**config.mk**
```make
export PLATFORM = sky130hd
export DESIGN_NAME = sparc_ifu_parchk32
export DESIGN_NICKNAME = d
export VERILOG_FILES = /design/src/rtl/sparc_ifu_parchk32.sv
export SDC_FILE = /design/constraint.sdc
export NUM_CORES = 1
export LEC_CHECK = 0
export ABC_AREA = 1
export CORE_ASPECT_RATIO = 1.75
export CORE_MARGIN = 2
export CORE_UTILIZATION = 25
export CTS_CLUSTER_DIAMETER = 60
export DETAILED_ROUTE_END_ITERATION = 16
export SYNTH_ARGS = -nofsm -noshare
export SYNTH_HDL_FRONTEND = slang
export SYNTH_SLANG_ARGS = --single-unit
export TNS_END_PERCENT = 1
```
**constraint.sdc**
```tcl
create_clock -name rclk -period 2.3 [get_ports rclk]
set_clock_uncertainty 0.2 [all_clocks]
set_input_delay 0.46 -clock rclk [delete_from_list [all_inputs] [get_ports rclk]]
set_output_delay 0.46 -clock rclk [all_outputs]
set_load 0.05 [all_outputs]
```
**src/rtl/sparc_ifu_parchk32.sv**
```systemverilog
// Parity checker with a 1-deep output register, first-error tag log and saturating error counter.
// Define SPARC_IFU_PARCHK_INJ_EN to add the inj_perr_i error-injection input.
module sparc_ifu_parchk32 (
  input  logic        rclk,
  input  logic        reset,
  input  logic        chk_vld_i,
  output logic        chk_rdy_o,
  input  logic [31:0] chk_data_i,
  input  logic        chk_par_i,
  input  logic [7:0]  chk_tag_i,
  output logic        res_vld_o,
  input  logic        res_rdy_i,
  output logic [31:0] res_data_o,
  output logic        res_perr_o,
  output logic        log_vld_o,
  output logic [7:0]  log_tag_o,
  input  logic        log_clr_i,
  output logic [7:0]  err_cnt_o
`ifdef SPARC_IFU_PARCHK_INJ_EN
  ,
  input  logic        inj_perr_i
`endif
);

  logic        r_resVld;
  logic [31:0] r_resData;
  logic        r_resPerr;
  logic        r_logVld;
  logic [7:0]  r_logTag;
  logic [7:0]  r_errCnt;

  logic        w_inj;
  logic        w_accept;
  logic        w_consume;
  logic        w_perr;
  logic        w_logErr;
  logic        w_logVldNext;
  logic [7:0]  w_logTagNext;
  logic [7:0]  w_errCntNext;

`ifdef SPARC_IFU_PARCHK_INJ_EN
  assign w_inj = inj_perr_i;
`else
  assign w_inj = 1'b0;
`endif

  assign chk_rdy_o = ~r_resVld | res_rdy_i;
  assign w_accept  = chk_vld_i & chk_rdy_o;
  assign w_consume = r_resVld & res_rdy_i;
  assign w_perr    = (^chk_data_i) ^ w_inj ^ chk_par_i;
  assign w_logErr  = w_accept & w_perr;

  // Clear is applied before capture so a clear coinciding with an error logs that error.
  always_comb begin
    w_logVldNext = r_logVld;
    w_logTagNext = r_logTag;
    w_errCntNext = r_errCnt;
    if (log_clr_i) begin
      w_logVldNext = 1'b0;
      w_logTagNext = 8'h00;
      w_errCntNext = 8'h00;
    end
    if (w_logErr) begin
      if (!w_logVldNext) begin
        w_logVldNext = 1'b1;
        w_logTagNext = chk_tag_i;
      end
      if (w_errCntNext != 8'hFF) begin
        w_errCntNext = w_errCntNext + 8'h01;
      end
    end
  end

  always_ff @(posedge rclk) begin
    if (reset) begin
      r_resVld  <= 1'b0;
      r_resData <= 32'h0;
      r_resPerr <= 1'b0;
    end else if (w_accept) begin
      r_resVld  <= 1'b1;
      r_resData <= chk_data_i;
      r_resPerr <= w_perr;
    end else if (w_consume) begin
      r_resVld  <= 1'b0;
    end
  end

  always_ff @(posedge rclk) begin
    if (reset) begin
      r_logVld <= 1'b0;
      r_logTag <= 8'h00;
      r_errCnt <= 8'h00;
    end else begin
      r_logVld <= w_logVldNext;
      r_logTag <= w_logTagNext;
      r_errCnt <= w_errCntNext;
    end
  end

  assign res_vld_o  = r_resVld;
  assign res_data_o = r_resData;
  assign res_perr_o = r_resPerr;
  assign log_vld_o  = r_logVld;
  assign log_tag_o  = r_logTag;
  assign err_cnt_o  = r_errCnt;

endmodule

```
==> results.yml <==
synthesis:
  synth_fp_nets: 569
  avgSynthCellArea_um2: 5.76
  synth_area_leaders: "dfxtp_1 34%, nand2_1 29%, o21ai_0 7.2%, inv_1 6.2%, a21oi_1 5.8%"
  ys_seq_area_share_pct: 34.0
  yosysWarnings: 0
  syn_area_um2: 3000
  synth_top_area_share_pct: 34.0
  synthCells: 522
  ys_seq_elements: 51
  yosysUniqueCellTypes: 23
  yosysTopAreaCell: "dfxtp_1"
min_path:
  holdCritPathClass: "flip-flop to flip-flop"
  hold_path_end: "res_perr_o"
  min_from: "res_perr_o"
  hold_depth: 2
worst_setup_path:
  rr_worst_depth: 14
  critical_path.top_delay_family: "buffers and inverters"
  critPathSlowestCell: "clkdlybuf4s50_1"
  worstReg2RegStart: "err_cnt_o[0]"
  startpoint_type: "flip-flop"
  critPathRequiredTime_ns: 1.64
  crit_chain: "clkdlybuf4s50_1"
  reg2reg_to: "err_cnt_o[0]"
  ff2ff_setup_slack_ns: 0.30
  crit_type: "flip-flop to output port"
  cpPeakStageDelay_ns: 0.83
  cp.arrival_ns: 1.50
  path_max_fanout: 3
  crit_buf_inv: 1
  crit_path_end_kind: "output port"
clock_tree:
  clock_sinks: 51
  numCtsBuffers: 5
  worstSkewPairLatency_ns: 0.29
  htree_num_levels: 2
  cts_buffer_depth: 2
  cts_tree: "done"
  root_buffer: "clkbuf_16"
  clkTransAtPathRegs_ns: 0.07
routing:
  wl_met2_mm: 4.97
  drt-initial-drc-count: 103
  routed.top_layer: "met4"
  met1_length_mm: 3.51
  first_pass_iters: 4
  vias: 3569
  post-route-drc-count: 0
  vias_per_cell: 4.43
  wl_per_cell_um: 11.4
  wl_met3_um: 359
  antenna_left: 0
  wl_mm: 9.14
timing:
  fmax_mhz: 462
  tightest_slew_ns: 0.556
  setup_viol: 0
  finalCritPeriodShare_pct: 94.0
  fin_ws_ns: 0.137
  finalHoldViolations: 0
  final-max-slew-violation-count: 0
  rsz0062_at_grt: "true"
  period_minus_slack_ns: 2.16
  slew_headroom_pct: 62.8
layout:
  nets: 713
  area_growth_pct: 60.1
  final_common_cell: "nand2_1"
  layout_common_cells: "218 x nand2_1, 63 x clkdlybuf4s50_1, 52 x buf_4"
  finalInstanceArea_um2: 4810
  drive_above_1_share_pct: 19.0
global_route:
  grt_max_degree: 39
  antenna_found_initial: 1
  grt_usage_pct: 14.3
  grt_pass1_vias: 3433
  overflow: 0
  grt_pass1_wl_mm: 14.8
die:
  core-area_um2: 11900
  chipHeight_um: 149
  num_rows: 53
  initial_core_util_pct: 25.3
  io_pins: 98
  die_w_um: 86.9
  die_area_um2: 12900
run:
  max-cap-violations: 0
power:
  total_power_mw: 2.79
  leakage_nw: 2.54
  power_density_nw_per_um2: 581
  peakVddDrop_v: 0.000306
placed_design:
  place.port_buffers: 97
  dpl.hpwl_mm: 6.86
  place_congestion: 0.781
  dp_slack_ns: -0.451
  place_area_um2: 4470
outcome:
  status: "finished clean"
-- cell usage after synthesis --
cell type,number
a21oi_1,35
buf_2,1
buf_4,1
buf_6,1
clkbuf_1,12
dfxtp_1,51
ha_1,1
inv_1,50
inv_2,15
nand2_1,235
nand2_2,3
nand2_4,1
nand3_1,16
nand3_2,1
nand3_4,1
nand4_1,1
nor2_1,43
nor2_2,1
nor3_1,3
nor4_1,1
o21ai_0,43
xnor2_1,3
xor2_1,3
-- flip-flops by register name, summed over array words and instances (netlist names) --
name        count
res_vld_o       1
log_vld_o       1
log_tag_o       8
res_perr_o      1
err_cnt_o       8
res_data_o     32
-- worst register-to-register path, delay by kind of cell (launching register included) --
family,cells,cell delay [ns]
simple gates,9,0.90
flops,1,0.35
buf+inv,4,0.29
fa+ha+maj,1,0.15
-- cell families after synthesis --
logic type / synth area share, %
flops: 34.0
simple gates: 40.4
buf+inv: 10.4
fa+ha+maj: 0.416
compound gates: 13.0
xor+xnor: 1.75
-- cell type report --
class | instances | area [µm²]
Fill cell | 1269 | 7060
Clock buffer | 7 | 153
Multi-Input combinational cell | 392 | 1810
Tap cell | 137 | 171
Inverter | 65 | 244
Clock inverter | 1 | 7.51
Timing Repair Buffer | 151 | 1400
Sequential cell | 51 | 1020
Antenna cell | 1 | 2.50
-- routing by layer --
| layer | vias up | GRT usage, % |
|---|---|---|
| met5 | - | 0 |
| met4 | 0 | 6.88 |
| met3 | 18 | 2.55 |
| met2 | 78 | 27.2 |
| met1 | 1580 | 14.3 |
| li1 | 1893 | - |
-- timing repair --
item	in CTS	in global routing
hold buffers	0	0
setup endpoints to repair	18	18
gates resized for setup	33	50
pin swaps	6	16
gates cloned	1	0
setup buffers	0	3
-- how the worst max path moves through the flow --
stage | start | end | slack [ns] | cells after the start
3_5_place_dp | chk_data_i[25] | err_cnt_o[6] | -0.45 | 17
4_1_cts | chk_data_i[19] | err_cnt_o[0] | -0.004 | 19
6_report | err_cnt_o[6] | err_cnt_o[6] | 0.14 | 1
3_3_place_gp | chk_data_i[25] | err_cnt_o[5] | -0.37 | 17
5_1_grt | chk_data_i[25] | err_cnt_o[3] | -0.02 | 19
2_1_floorplan | res_vld_o | res_data_o[0] | 0.06 | 7
-- report_power, final --
part / switching [mW] / internal, mW
clock: 0.340 / 0.464
combinational: 0.626 / 0.369
sequential: 0.0390 / 0.955
-- through the flow --
stage,hold WS [ns],utilization (%),std cells,setup TNS (ns)
floorplan,0.329,-,522,0
global placement,0.258,37.7,792,-6.31
detailed placement,0.260,37.7,792,-7.40
CTS,0.271,39.3,801,-0.00404
global route,0.297,40.5,805,-0.0347
finish,0.267,40.5,805,0
Power figures use the tool's default switching activity.
